==> config.mk <==
export PLATFORM = sky130hd
export DESIGN_NAME = if_id_skid_reg
export DESIGN_NICKNAME = d
export VERILOG_FILES = /design/src/rtl/ifid_pkg.sv /design/src/rtl/ifid_beat_reg.sv /design/src/rtl/if_id_skid_reg.sv
export SDC_FILE = /design/constraint.sdc
export NUM_CORES = 1
export LEC_CHECK = 0
export BUFFER_PORTS_ARGS = -buffer_cell sky130_fd_sc_hd__buf_4
export CAP_MARGIN = 10
export CELL_PAD_IN_SITES_DETAIL_PLACEMENT = 2
export CELL_PAD_IN_SITES_GLOBAL_PLACEMENT = 2
export CORE_ASPECT_RATIO = 1.1
export CORE_UTILIZATION = 35
export CTS_CLUSTER_DIAMETER = 40
export DETAILED_ROUTE_END_ITERATION = 8
export PLACE_DENSITY_LB_ADDON = 0.25
export REMOVE_ABC_BUFFERS = 1
export SLEW_MARGIN = 5
export SYNTH_ARGS = -nofsm -noshare
export SYNTH_HDL_FRONTEND = slang
export SYNTH_SLANG_ARGS = --single-unit
export TNS_END_PERCENT = 100
==> constraint.sdc <==
create_clock -name clk -period 4.9 [get_ports clk]
set_clock_uncertainty 0.15 [all_clocks]
set_input_delay 0.98 -clock clk [delete_from_list [all_inputs] [get_ports clk]]
set_output_delay 0.98 -clock clk [all_outputs]
set_load 0.005 [all_outputs]
==> src/rtl/ifid_pkg.sv <==
// Shared types and constants for the fetch-to-decode skid boundary.
// The idle beat (RESET_PC / NOP) is what decode sees whenever nothing valid is held.
package ifid_pkg;

  typedef enum logic [1:0] {
    EMPTY = 2'd0,
    ONE   = 2'd1,
    TWO   = 2'd2
  } ifid_state_t;

  typedef struct packed {
    logic [31:0] pc;
    logic [31:0] inst;
  } ifid_beat_t;

  localparam logic [31:0] IFID_NOP_INST = 32'h0000_0013;
  localparam logic [31:0] IFID_RESET_PC = 32'h8000_0000;

  function automatic ifid_beat_t ifid_make_beat(input logic [31:0] pc,
                                                input logic [31:0] inst);
    ifid_beat_t b;
    b.pc   = pc;
    b.inst = inst;
    return b;
  endfunction

endpackage

==> src/rtl/ifid_beat_reg.sv <==
// One {pc, inst} storage entry: async reset and synchronous clear both load the idle beat,
// clear wins over load so a flush can never be overridden by a same-cycle capture.
module ifid_beat_reg
  import ifid_pkg::*;
#(
  parameter logic [31:0] RESET_PC = IFID_RESET_PC,
  parameter logic [31:0] NOP_INST = IFID_NOP_INST
) (
  input  logic       clk,
  input  logic       rst,
  input  logic       clr_i,
  input  logic       load_i,
  input  ifid_beat_t d_i,
  output ifid_beat_t q_o
);

  ifid_beat_t beat_q;
  ifid_beat_t beat_d;

  always_comb begin
    beat_d = beat_q;
    if (clr_i) begin
      beat_d = ifid_make_beat(RESET_PC, NOP_INST);
    end else if (load_i) begin
      beat_d = d_i;
    end
  end

  always_ff @(posedge clk or posedge rst) begin
    if (rst) begin
      beat_q <= ifid_make_beat(RESET_PC, NOP_INST);
    end else begin
      beat_q <= beat_d;
    end
  end

  assign q_o = beat_q;

endmodule

==> src/rtl/if_id_skid_reg.sv <==
// Fetch-to-decode pipeline boundary: 2-entry skid buffer (OUT drives decode, SKID absorbs
// one overflow beat) so fetch's ready is a flop and never sees decode's stall combinationally.
module if_id_skid_reg
  import ifid_pkg::*;
#(
  parameter logic [31:0] RESET_PC = IFID_RESET_PC,
  parameter logic [31:0] NOP_INST = IFID_NOP_INST
) (
  input  logic        clk,
  input  logic        rst,
  input  logic [31:0] IFU_o_pc,
  input  logic [31:0] IFU_o_inst,
  input  logic        IFU_o_valid,
  output logic        IFU_i_ready,
  output logic [31:0] IDU_i_pc,
  output logic [31:0] IDU_i_inst,
  output logic        IDU_i_commit,
  input  logic        IDU_stall,
  input  logic        EXU_o_flush
);

  ifid_state_t state_q, state_d;
  logic        ready_q, ready_d;

  logic        in_fire;
  logic        out_fire;
  logic        out_load;
  logic        out_from_skid;
  logic        skid_load;
  ifid_beat_t  in_beat;
  ifid_beat_t  out_d;
  ifid_beat_t  out_q;
  ifid_beat_t  skid_q;

  assign in_beat  = ifid_make_beat(IFU_o_pc, IFU_o_inst);
  assign in_fire  = IFU_o_valid & ready_q;
  assign out_fire = (state_q != EMPTY) & ~IDU_stall;

  // Occupancy transitions; flush overrides everything, including this cycle's in_fire.
  always_comb begin
    state_d       = state_q;
    out_load      = 1'b0;
    out_from_skid = 1'b0;
    skid_load     = 1'b0;
    if (!EXU_o_flush) begin
      unique case (state_q)
        EMPTY: begin
          if (in_fire) begin
            state_d  = ONE;
            out_load = 1'b1;
          end
        end
        ONE: begin
          if (in_fire && out_fire) begin
            out_load = 1'b1;
          end else if (in_fire) begin
            state_d   = TWO;
            skid_load = 1'b1;
          end else if (out_fire) begin
            state_d = EMPTY;
          end
        end
        TWO: begin
          if (out_fire) begin
            state_d       = ONE;
            out_load      = 1'b1;
            out_from_skid = 1'b1;
          end
        end
        default: state_d = EMPTY;
      endcase
    end else begin
      state_d = EMPTY;
    end
  end

  assign ready_d = (state_d != TWO);
  assign out_d   = out_from_skid ? skid_q : in_beat;

  always_ff @(posedge clk or posedge rst) begin
    if (rst) begin
      state_q <= EMPTY;
      ready_q <= 1'b1;
    end else begin
      state_q <= state_d;
      ready_q <= ready_d;
    end
  end

  ifid_beat_reg #(
    .RESET_PC(RESET_PC),
    .NOP_INST(NOP_INST)
  ) u_out_reg (
    .clk    (clk),
    .rst    (rst),
    .clr_i  (EXU_o_flush),
    .load_i (out_load),
    .d_i    (out_d),
    .q_o    (out_q)
  );

  ifid_beat_reg #(
    .RESET_PC(RESET_PC),
    .NOP_INST(NOP_INST)
  ) u_skid_reg (
    .clk    (clk),
    .rst    (rst),
    .clr_i  (EXU_o_flush),
    .load_i (skid_load),
    .d_i    (in_beat),
    .q_o    (skid_q)
  );

  // OUT may still hold a consumed beat after ONE->EMPTY, so the idle beat is muxed in explicitly.
  assign IFU_i_ready  = ready_q;
  assign IDU_i_commit = (state_q != EMPTY);
  assign IDU_i_pc     = IDU_i_commit ? out_q.pc   : RESET_PC;
  assign IDU_i_inst   = IDU_i_commit ? out_q.inst : NOP_INST;

endmodule

==> results of run 1 <==
## worst paths after layout
path,to,depth (start not counted),start
worst max-delay path,IDU_i_inst[24],4,state_q[0]
worst min-delay path,u_out_reg.q_o[43],2,u_out_reg.q_o[43]
worst max register to register,u_out_reg.q_o[16],5,state_q[0]
worst min register to register,u_out_reg.q_o[43],2,u_out_reg.q_o[43]
max in group asynchronous,u_out_reg.q_o[60],3,rst
min in group asynchronous,u_skid_reg.q_o[61],2,rst
## flip-flops by register name (all words and copies together), names as in the netlist
signal / count
state_q: 2
u_out_reg.q_o: 64
IFU_i_ready: 1
u_skid_reg.q_o: 64
## critical path, stage by stage (launching register included)
cell,delay [ns]
dfrtp_1,0.50
nor2_4,0.51
buf_4,0.56
nor2b_1,0.17
buf_4,0.17
## per-stage QoR
stage          area, sq um  hold slack (ns)  instances
5_1_grt               7811           0.3535        883
2_1_floorplan         5829           0.2907        474
3_5_place_dp          7253           0.3113        851
6_report              7811           0.3188        883
3_3_place_gp          7253           0.3017        851
4_1_cts               7811           0.3246        883
## layout by cell type (no fill, tap or decap), types with 4 or more instances in the layout
| cell | n |
|---|---|
| clkbuf_16 | 17 |
| buf_4 | 142 |
| dfrtp_1 | 122 |
| o22ai_1 | 4 |
| o22a_1 | 4 |
| a22o_1 | 60 |
| o21ai_0 | 4 |
| dfstp_2 | 9 |
| o31ai_1 | 43 |
| nand2_1 | 66 |
| or2_2 | 5 |
| o31ai_2 | 17 |
| mux2i_1 | 61 |
| nor2b_1 | 60 |
| clkinvlp_4 | 4 |
| clkinv_2 | 4 |
## power groups by stage
stage | clock, mW | combinational, mW | sequential (mW)
final | 1.21 | 0.330 | 1.19
after global routing | 1.28 | 0.363 | 1.19
after CTS | 1.23 | 0.338 | 1.19
after detailed placement | 0 | 0.335 | 1.20
after global placement | 0 | 0.320 | 1.20
after floorplan | 0 | 0.169 | 1.19
## routing by layer
| metal | up-vias | track usage | part of all wire |
|---|---|---|---|
| met3 | 13 | 0.04851 | 0.044 |
| met5 | - | 0 | 0 |
| met4 | 0 | 0.06192 | 0.011 |
| li1 | 2094 | - | - |
| met2 | 105 | 0.3773 | 0.52 |
| met1 | 2410 | 0.2529 | 0.42 |
## logic make-up (layout without fill, tap and decap cells)
group | Yosys count | count (layout) | share of synthesized area
AND/OR/NAND/NOR | 141 | 141 | 0.1205
XOR/XNOR | 1 | 1 | 0.001440
flip-flops | 131 | 131 | 0.5407
AO/OA/AOI/OAI | 136 | 136 | 0.1927
buffers and inverters | 52 | 179 | 0.04422
multiplexers | 61 | 61 | 0.1004
## area by class of cell
class,instances,area (sq um),area share
sequential,131,3289,0.4211
clock inverter,9,80.08,0.01025
tap,234,292.8,0.03748
multi-input combinational,339,2565,0.3284
clock buffer,23,478.0,0.06119
inverter,4,20.02,0.002563
timing repair buffer,143,1086,0.1390
==> flow_summary_export.csv, run 1 <==
group,metric,value,unit
clock_network,holdBufCountCts,0,
die,io_pins,135,
critical_path,worstPathRequired,3.77,ns
synthesis,yosysTopAreaCell,"dfrtp_1",
die,die_area,17910,sq um
final_layout,antenna_cells,0,
synthesis,syn-mean-instance-area,11.65,sq um
power_and_ir_drop,pwr-share-comb,0.121,
timing,fin_crit,3.469,ns
clock_network,cts_buffers,17,
placement,globalplace.congestion,0.7189,
synthesis,async_reset_ff_frac,1.000,
die,die_w,127.7,um
synthesis,synth-seq-cells,131,
synthesis,yosysSeqAreaShare,0.5407,
hold_path,min_path_type,"reg -> reg",
clock_network,cts.repair.resized,0,
global_route,grt_pass1_vias,5320,
route,dr.pass1.iters,4,
critical_path,r2r_setup_slack,2.38,ns
job,drv_cap,0,
timing,fin_crit_sh,0.7079,
synthesis,yosysWarnings,0,
clock_network,clockBufferDepth,2,
route,wl,17860,um
synthesis,synth.cell_area,6083,sq um
critical_path,worst_ep_arrival_time,2.34,ns
timing,tightestPinTransition,1.076,ns
final_layout,final_nets,705,
placement,place_ws,1.786,ns
timing,hold_viol_final,0,
clock_network,clk_pin_slew,0.06,ns
clock_network,root_buffer,"clkbuf_16",
timing,fmax,0.2883,GHz
synthesis,ys_types,32,
critical_path,worstSetupPathType,"reg -> out",
synthesis,synth_edf_count,0,
clock_network,cts.htree.levels,4,
timing,rsz0062_at_grt,"false",
synthesis,yosysMostFrequentCell,"dfrtp_1",
final_layout,fin_util,0.4590,
power_and_ir_drop,sw_frac_of_total,0.2551,
final_layout,layout-drive-gt1-share,0.3267,
global_route,grt_use_total,0.2115,
synthesis,yosys-top-cells-area,"dfrtp_1, mux2i_1, a22o_1",
die,fp-row-count,50,
route,antenna_left,0,
route,dr_total_vias,4622,
clock_network,cts_sinks,131,
synthesis,synth_common_cells,"dfrtp_1, nand2_1, mux2i_1, a22o_1, nor2b_1",
clock_network,cts_setup_buffers,0,
timing,finalMaxSlewViolations,0,
power_and_ir_drop,p_total,2.722,mW
route,wl_per_cell,20.23,um
placement,hpwl,10820,um
die,fp.dieH,140.3,um
synthesis,synth_top_area_share,0.5019,
route,drt-initial-drc-count,222,
clock_network,worstSkewPairLatency,0.42,ns
clock_network,cts_tree,"built",
timing,relSlewSlack,0.2826,
power_and_ir_drop,pwr-share-clk,0.443,
route,drc,0,
global_route,grt_max_degree,98,
status,status,"finished clean",
global_route,overflow,0,
synthesis,ys.flop_type,"dfrtp_1",
critical_path,critPathMaxFanout,43,
critical_path,critPathLaunchType,"register",
global_route,grt_pass1_wl,28970,um
route,post_drt_via_cell_ratio,5.234,
final_layout,nFillCells,1764,
power_and_ir_drop,irDropWorstVdd,0.2296,mV
synthesis,syn_inst,522,
die,start_util,0.3575,
die,fp.coreArea,17020,sq um
timing,fin_ws,1.431,ns
timing,tns,0,ns
power_and_ir_drop,seqPwrFrac,0.436,
power_and_ir_drop,p_int,2.028,mW
global_route,antenna_found_initial,0,
placement,numPortBuffers,134,
power_and_ir_drop,power_density,348.5,nW/um^2
power_and_ir_drop,p_switching,694.4,uW
final_layout,syn_to_final_growth,28.40,%
timing,finalSetupViolCount,0,
power_and_ir_drop,p_leak,3.722,nW
critical_path,endpoint_kind,"primary output",
Power figures use the tool's default switching activity.
==> run 2: changes to the inputs <==
==> constraint.sdc (replaced) <==
create_clock -name clk -period 3.4 [get_ports clk]
set_clock_uncertainty 0.15 [all_clocks]
set_input_delay 0.68 -clock clk [delete_from_list [all_inputs] [get_ports clk]]
set_output_delay 0.68 -clock clk [all_outputs]
set_load 0.005 [all_outputs]
==> flow_summary_export.csv, run 2 (synthesized netlist as in run 1, its figures left out) <==
group,metric,value,unit
critical_path,worstPathRequired,2.57,ns
critical_path,worst_ep_arrival_time,1.74,ns
timing,tightestPinTransition,0.7144,ns
route,dr_total_vias,4618,
final_layout,syn_to_final_growth,29.51,%
route,drt-initial-drc-count,233,
job,drv_cap,0,
critical_path,r2r_setup_slack,1.17,ns
route,antenna_left,0,
final_layout,layout.cells.most_common,"buf_4",
global_route,overflow,0,
clock_network,cts_sinks,131,
clock_network,cts.repair.resized,0,
die,die_area,17910,sq um
route,post_drt_via_cell_ratio,5.230,
timing,fin_crit,2.566,ns
timing,finalSetupViolCount,0,
route,wl,17890,um
power_and_ir_drop,irDropWorstVdd,0.3372,mV
critical_path,critPathLaunchType,"register",
timing,rsz0062_at_grt,"false",
timing,hold_viol_final,0,
power_and_ir_drop,power_density,503.0,nW/um^2
final_layout,final_nets,706,
clock_network,worstSkewPairLatency,0.42,ns
clock_network,cts.htree.levels,4,
placement,placed_area,7311,sq um
route,dr.pass1.iters,4,
clock_network,clk_pin_slew,0.06,ns
timing,fmax,0.3898,GHz
die,fp.coreArea,17020,sq um
route,wl_per_cell,20.26,um
clock_network,clockBufferDepth,2,
route,drc,0,
critical_path,path_cells,"nor2_4 -> buf_12 -> or2_2 -> buf_4",
placement,hpwl,11020,um
final_layout,final_cell_mix,"buf_4, dfrtp_1, nand2_1",
critical_path,worstSetupPathType,"reg -> out",
placement,globalplace.congestion,0.6854,
clock_network,cts_setup_buffers,0,
clock_network,holdBufCountCts,0,
power_and_ir_drop,p_total,3.963,mW
global_route,grt_pass1_vias,5363,
global_route,grt_max_degree,77,
final_layout,stdcell_count,883,
critical_path,cp_slowest_cell,"dfrtp_1",
die,die_w,127.7,um
final_layout,nFillCells,1744,
critical_path,endpoint_kind,"primary output",
clock_network,cts_tree,"built",
clock_network,cts_buffers,17,
global_route,grt_use_total,0.2148,
final_layout,final_cell_area,7879,sq um
placement,placedCellCount,852,
timing,fin_crit_sh,0.7546,
die,fp.dieH,140.3,um
critical_path,critPathMaxFanout,65,
status,status,"finished clean",
final_layout,antenna_cells,0,
placement,numPortBuffers,134,
timing,finalMaxSlewViolations,0,
clock_network,root_buffer,"clkbuf_16",
hold_path,min_path_type,"in -> async",
power_and_ir_drop,p_leak,3.766,nW
die,io_pins,135,
final_layout,layout-drive-gt1-share,0.3251,
timing,relSlewSlack,0.5238,
die,fp-row-count,50,
global_route,grt_pass1_wl,29370,um
critical_path,crit_path_max_incr_delay,0.55,ns
die,start_util,0.3575,
global_route,antenna_found_initial,0,
[run 2: path summary, 6_finish.rpt]
check,start,end,depth (start not counted)
min reg2reg,u_out_reg.q_o[32],u_out_reg.q_o[32],2
max,state_q[0],IDU_i_inst[0],4
min in group clk,u_out_reg.q_o[32],u_out_reg.q_o[32],2
max in group asynchronous,rst,state_q[0],3
min,rst,u_skid_reg.q_o[33],2
max reg2reg,state_q[0],u_out_reg.q_o[23],5
[run 2: worst max-delay path, delay by kind of cell (launching register included)]
kind | cells | cell delay (ns)
flops | 1 | 0.55
buf+inv | 2 | 0.37
simple gates | 2 | 0.39
[run 2: through the flow]
stage	TNS, ns	setup WS (ns)	util	hold WS, ns
6_report	0	0.8344	0.4630	0.2233
5_1_grt	0	0.7650	0.4630	0.2718
4_1_cts	0	0.7980	0.4630	0.2545
3_5_place_dp	0	0.8850	0.4296	0.3126
3_3_place_gp	0	0.9954	0.4296	0.3019
2_1_floorplan	-288.65	-2.579	-	0.2907
[run 2: final cells by class]
class	instances	area (sq um)	share of cell area
Clock buffer	27	523.0	0.06638
Clock inverter	4	45.04	0.005717
Inverter	4	20.02	0.002541
Multi-Input combinational cell	339	2565	0.3256
Sequential cell	131	3289	0.4175
Tap cell	234	292.8	0.03716
Timing Repair Buffer	144	1144	0.1451
[run 2: per-layer routing]
layer | global-route usage | wire, um | share of wire
met1 | 0.2541 | 7525 | 0.42
met4 | 0.06378 | 232 | 0.013
met3 | 0.06341 | 945 | 0.053
met5 | 0 | 0 | 0
met2 | 0.3753 | 9184 | 0.51
[run 2: power breakdown]
group | internal [mW] | switching, mW | total (mW)
sequential | 1.66 | 0.0514 | 1.71
clock | 1.12 | 0.654 | 1.77
combinational | 0.218 | 0.270 | 0.487
==> run 3: changes to the inputs <==
--- a/config.mk
+++ b/config.mk
@@ -5,12 +5,13 @@
 export SDC_FILE = /design/constraint.sdc
 export NUM_CORES = 1
 export LEC_CHECK = 0
+export ABC_AREA = 1
 export BUFFER_PORTS_ARGS = -buffer_cell sky130_fd_sc_hd__buf_4
 export CAP_MARGIN = 10
 export CELL_PAD_IN_SITES_DETAIL_PLACEMENT = 2
 export CELL_PAD_IN_SITES_GLOBAL_PLACEMENT = 2
 export CORE_ASPECT_RATIO = 1.1
-export CORE_UTILIZATION = 35
+export CORE_UTILIZATION = 28
 export CTS_CLUSTER_DIAMETER = 40
 export DETAILED_ROUTE_END_ITERATION = 8
 export PLACE_DENSITY_LB_ADDON = 0.25
==> constraint.sdc (replaced) <==
create_clock -name clk -period 2.35 [get_ports clk]
set_clock_uncertainty 0.15 [all_clocks]
set_input_delay 0.47 -clock clk [delete_from_list [all_inputs] [get_ports clk]]
set_output_delay 0.47 -clock clk [all_outputs]
set_load 0.005 [all_outputs]
==> flow_summary_export.csv, run 3 <==
group,metric,value,unit
global_route,overflow,0,
status,status,"finished clean",
power_and_ir_drop,power_density,729.5,nW/um^2
critical_path,r2r_setup_slack,0.44,ns
placement,placedCellCount,1325,
route,drc,0,
clock_network,cts.htree.levels,4,
route,post_drt_via_cell_ratio,4.909,
timing,finalSetupViolCount,0,
final_layout,nFillCells,2760,
synthesis,ys.flop_type,"dfrtp_1",
synthesis,synthXorXnorAreaFrac,0,
die,die_area,24760,sq um
placement,place_ws,0.3569,ns
critical_path,worstPathRequired,1.73,ns
synthesis,syn-mean-instance-area,7.234,sq um
clock_network,cts_tree,"built",
die,fp.dieH,164.9,um
synthesis,synth-seq-cells,131,
clock_network,worstSkewPairLatency,0.42,ns
synthesis,yosys.area_share.simple,0.4096,
synthesis,yosysWarnings,0,
synthesis,yosysMostFrequentCell,"nand2_1",
critical_path,crit_end,"IDU_i_inst[1]",
synthesis,yosysSeqAreaShare,0.4869,
power_and_ir_drop,irDropWorstVdd,0.5014,mV
route,dr.pass1.iters,4,
timing,fin_ws,0.1016,ns
route,antenna_left,0,
final_layout,layout.cells.most_common,"nand2_1",
timing,rsz0062_at_grt,"false",
synthesis,synth_top_area_share,0.4519,
critical_path,critPathLaunchType,"register",
final_layout,stdcell_count,1363,
critical_path,rr_startpoint,"state_q[0]",
synthesis,synth-compound-area-share,0.008519,
clock_network,cts_buffers,17,
global_route,antenna_found_initial,1,
critical_path,worst_ep_arrival_time,1.63,ns
synthesis,synth.area.mux_share,0,
global_route,grt_pass1_wl,38750,um
final_layout,syn_to_final_growth,31.22,%
timing,relSlewSlack,0.6800,
placement,hpwl,14830,um
clock_network,clockBufferDepth,2,
final_layout,final_cell_mix,"nand2_1, buf_4, nand3_1",
critical_path,worstSetupPathType,"reg -> out",
synthesis,yosysTopAreaCell,"dfrtp_1",
clock_network,clk_pin_slew,0.06,ns
clock_network,cts_sinks,131,
synthesis,yosys-top-cells-area,"dfrtp_1, nand2_1, nand3_1",
timing,tightestPinTransition,0.4801,ns
timing,fmax,0.4448,GHz
synthesis,syn_inst,934,
critical_path,critPathMaxFanout,17,
synthesis,synth_common_cells,"nand2_1, nand3_1, dfrtp_1, inv_1, nand4_1",
timing,finalMaxSlewViolations,0,
die,io_pins,135,
global_route,grt_use_total,0.2029,
route,wl,23920,um
global_route,grt_max_degree,71,
timing,hold_viol_final,0,
synthesis,synth_adder_area_share,0,
timing,fin_crit_sh,0.9568,
die,start_util,0.2851,
die,die_w,150.1,um
hold_path,min_path_type,"in -> reg",
placement,numPortBuffers,134,
job,drv_cap,0,
route,dr_total_vias,6691,
final_layout,final_nets,1113,
synthesis,async_reset_ff_frac,1.000,
synthesis,ys_types,22,
clock_network,root_buffer,"clkbuf_16",
synthesis,synth_top_family_by_area,"simple AND/OR/NAND/NOR gates",
die,fp-row-count,59,
global_route,grt_pass1_vias,7266,
synthesis,synth.cell_area,6756,sq um
route,wl_per_cell,17.55,um
route,drt-initial-drc-count,271,
critical_path,crit_start,"state_q[1]",
critical_path,r2r-end,"u_out_reg.q_o[37]",
synthesis,synth_edf_count,0,
power_and_ir_drop,p_leak,4.839,nW
critical_path,reg2reg_depth,8,
timing,fin_crit,2.248,ns
final_layout,layout-drive-gt1-share,0.2100,
placement,globalplace.congestion,0.6974,
final_layout,fin_util,0.3741,
die,fp.coreArea,23700,sq um
critical_path,endpoint_kind,"primary output",
[run 3: per-layer routing]
metal | up-vias | part of all wire | track usage
met5 | - | 0 | 0
met4 | 0 | 0.019 | 0.06107
met3 | 28 | 0.026 | 0.03149
met2 | 109 | 0.50 | 0.3594
met1 | 3385 | 0.45 | 0.2523
li1 | 3169 | - | -
[run 3: worst min-delay path by stage]
| stage | from | to | slack (ns) | depth (start not counted) |
|---|---|---|---|---|
| final | IFU_o_pc[28] | u_skid_reg.q_o[60] | 0.11 | 3 |
| after global routing | IFU_o_pc[1] | u_skid_reg.q_o[33] | 0.10 | 3 |
| after CTS | IFU_o_pc[11] | u_skid_reg.q_o[43] | 0.10 | 3 |
| after detailed placement | u_skid_reg.q_o[61] | u_skid_reg.q_o[61] | 0.31 | 2 |
| after global placement | u_skid_reg.q_o[35] | u_skid_reg.q_o[35] | 0.30 | 2 |
| after floorplan | u_skid_reg.q_o[31] | u_skid_reg.q_o[31] | 0.29 | 2 |
[run 3: layout make-up]
cell class / count / area (sq um) / share of cell area
Clock inverter: 13 / 227.7 / 0.02568
Clock buffer: 19 / 452.9 / 0.05109
Antenna cell: 1 / 2.502 / 0.0002822
Multi-Input combinational cell: 655 / 2858 / 0.3223
Tap cell: 305 / 381.6 / 0.04304
Timing Repair Buffer: 163 / 1358 / 0.1531
Sequential cell: 131 / 3291 / 0.3712
Inverter: 76 / 295.3 / 0.03331
[run 3: power by group]
group,internal (mW),switching [mW]
sequential,2.41,0.0760
combinational,0.336,0.543
clock,2.05,1.06
total,4.79,1.68
[run 3: critical path: stages, from the launching register on]
cell and delay, ns:
dfrtp_1 0.37, inv_2 0.07, nand2_2 0.12, inv_4 0.08, buf_6 0.16, or2_2 0.27
buf_4 0.14
[run 3: what timing repair did]
| action | 4_1_cts | 5_1_grt |
|---|---|---|
| gates resized for setup | 5 | 2 |
| hold buffers | 1 | 0 |
| hold endpoints to repair | 37 | 0 |
| buffers inserted | 0 | 4 |
| setup endpoints to repair | 45 | 46 |
[run 3: cell families after synthesis]
family / after synthesis
buffers and inverters: 148
AOI/OAI and AO/OA: 11
and+or+nand+nor: 644
DFF: 131
[run 3: metrics by stage]
stage / setup TNS, ns / power (mW) / instance area [sq um] / hold WS, ns
after floorplan: -355.18 / 2.914 / 6400 / 0.2920
after global placement: 0 / 3.373 / 8120 / 0.3033
after detailed placement: 0 / 3.402 / 8120 / 0.3118
after CTS: -0.03193 / 6.558 / 8827 / 0.1025
after global routing: 0 / 6.734 / 8866 / 0.1038
final: 0 / 6.468 / 8866 / 0.1139
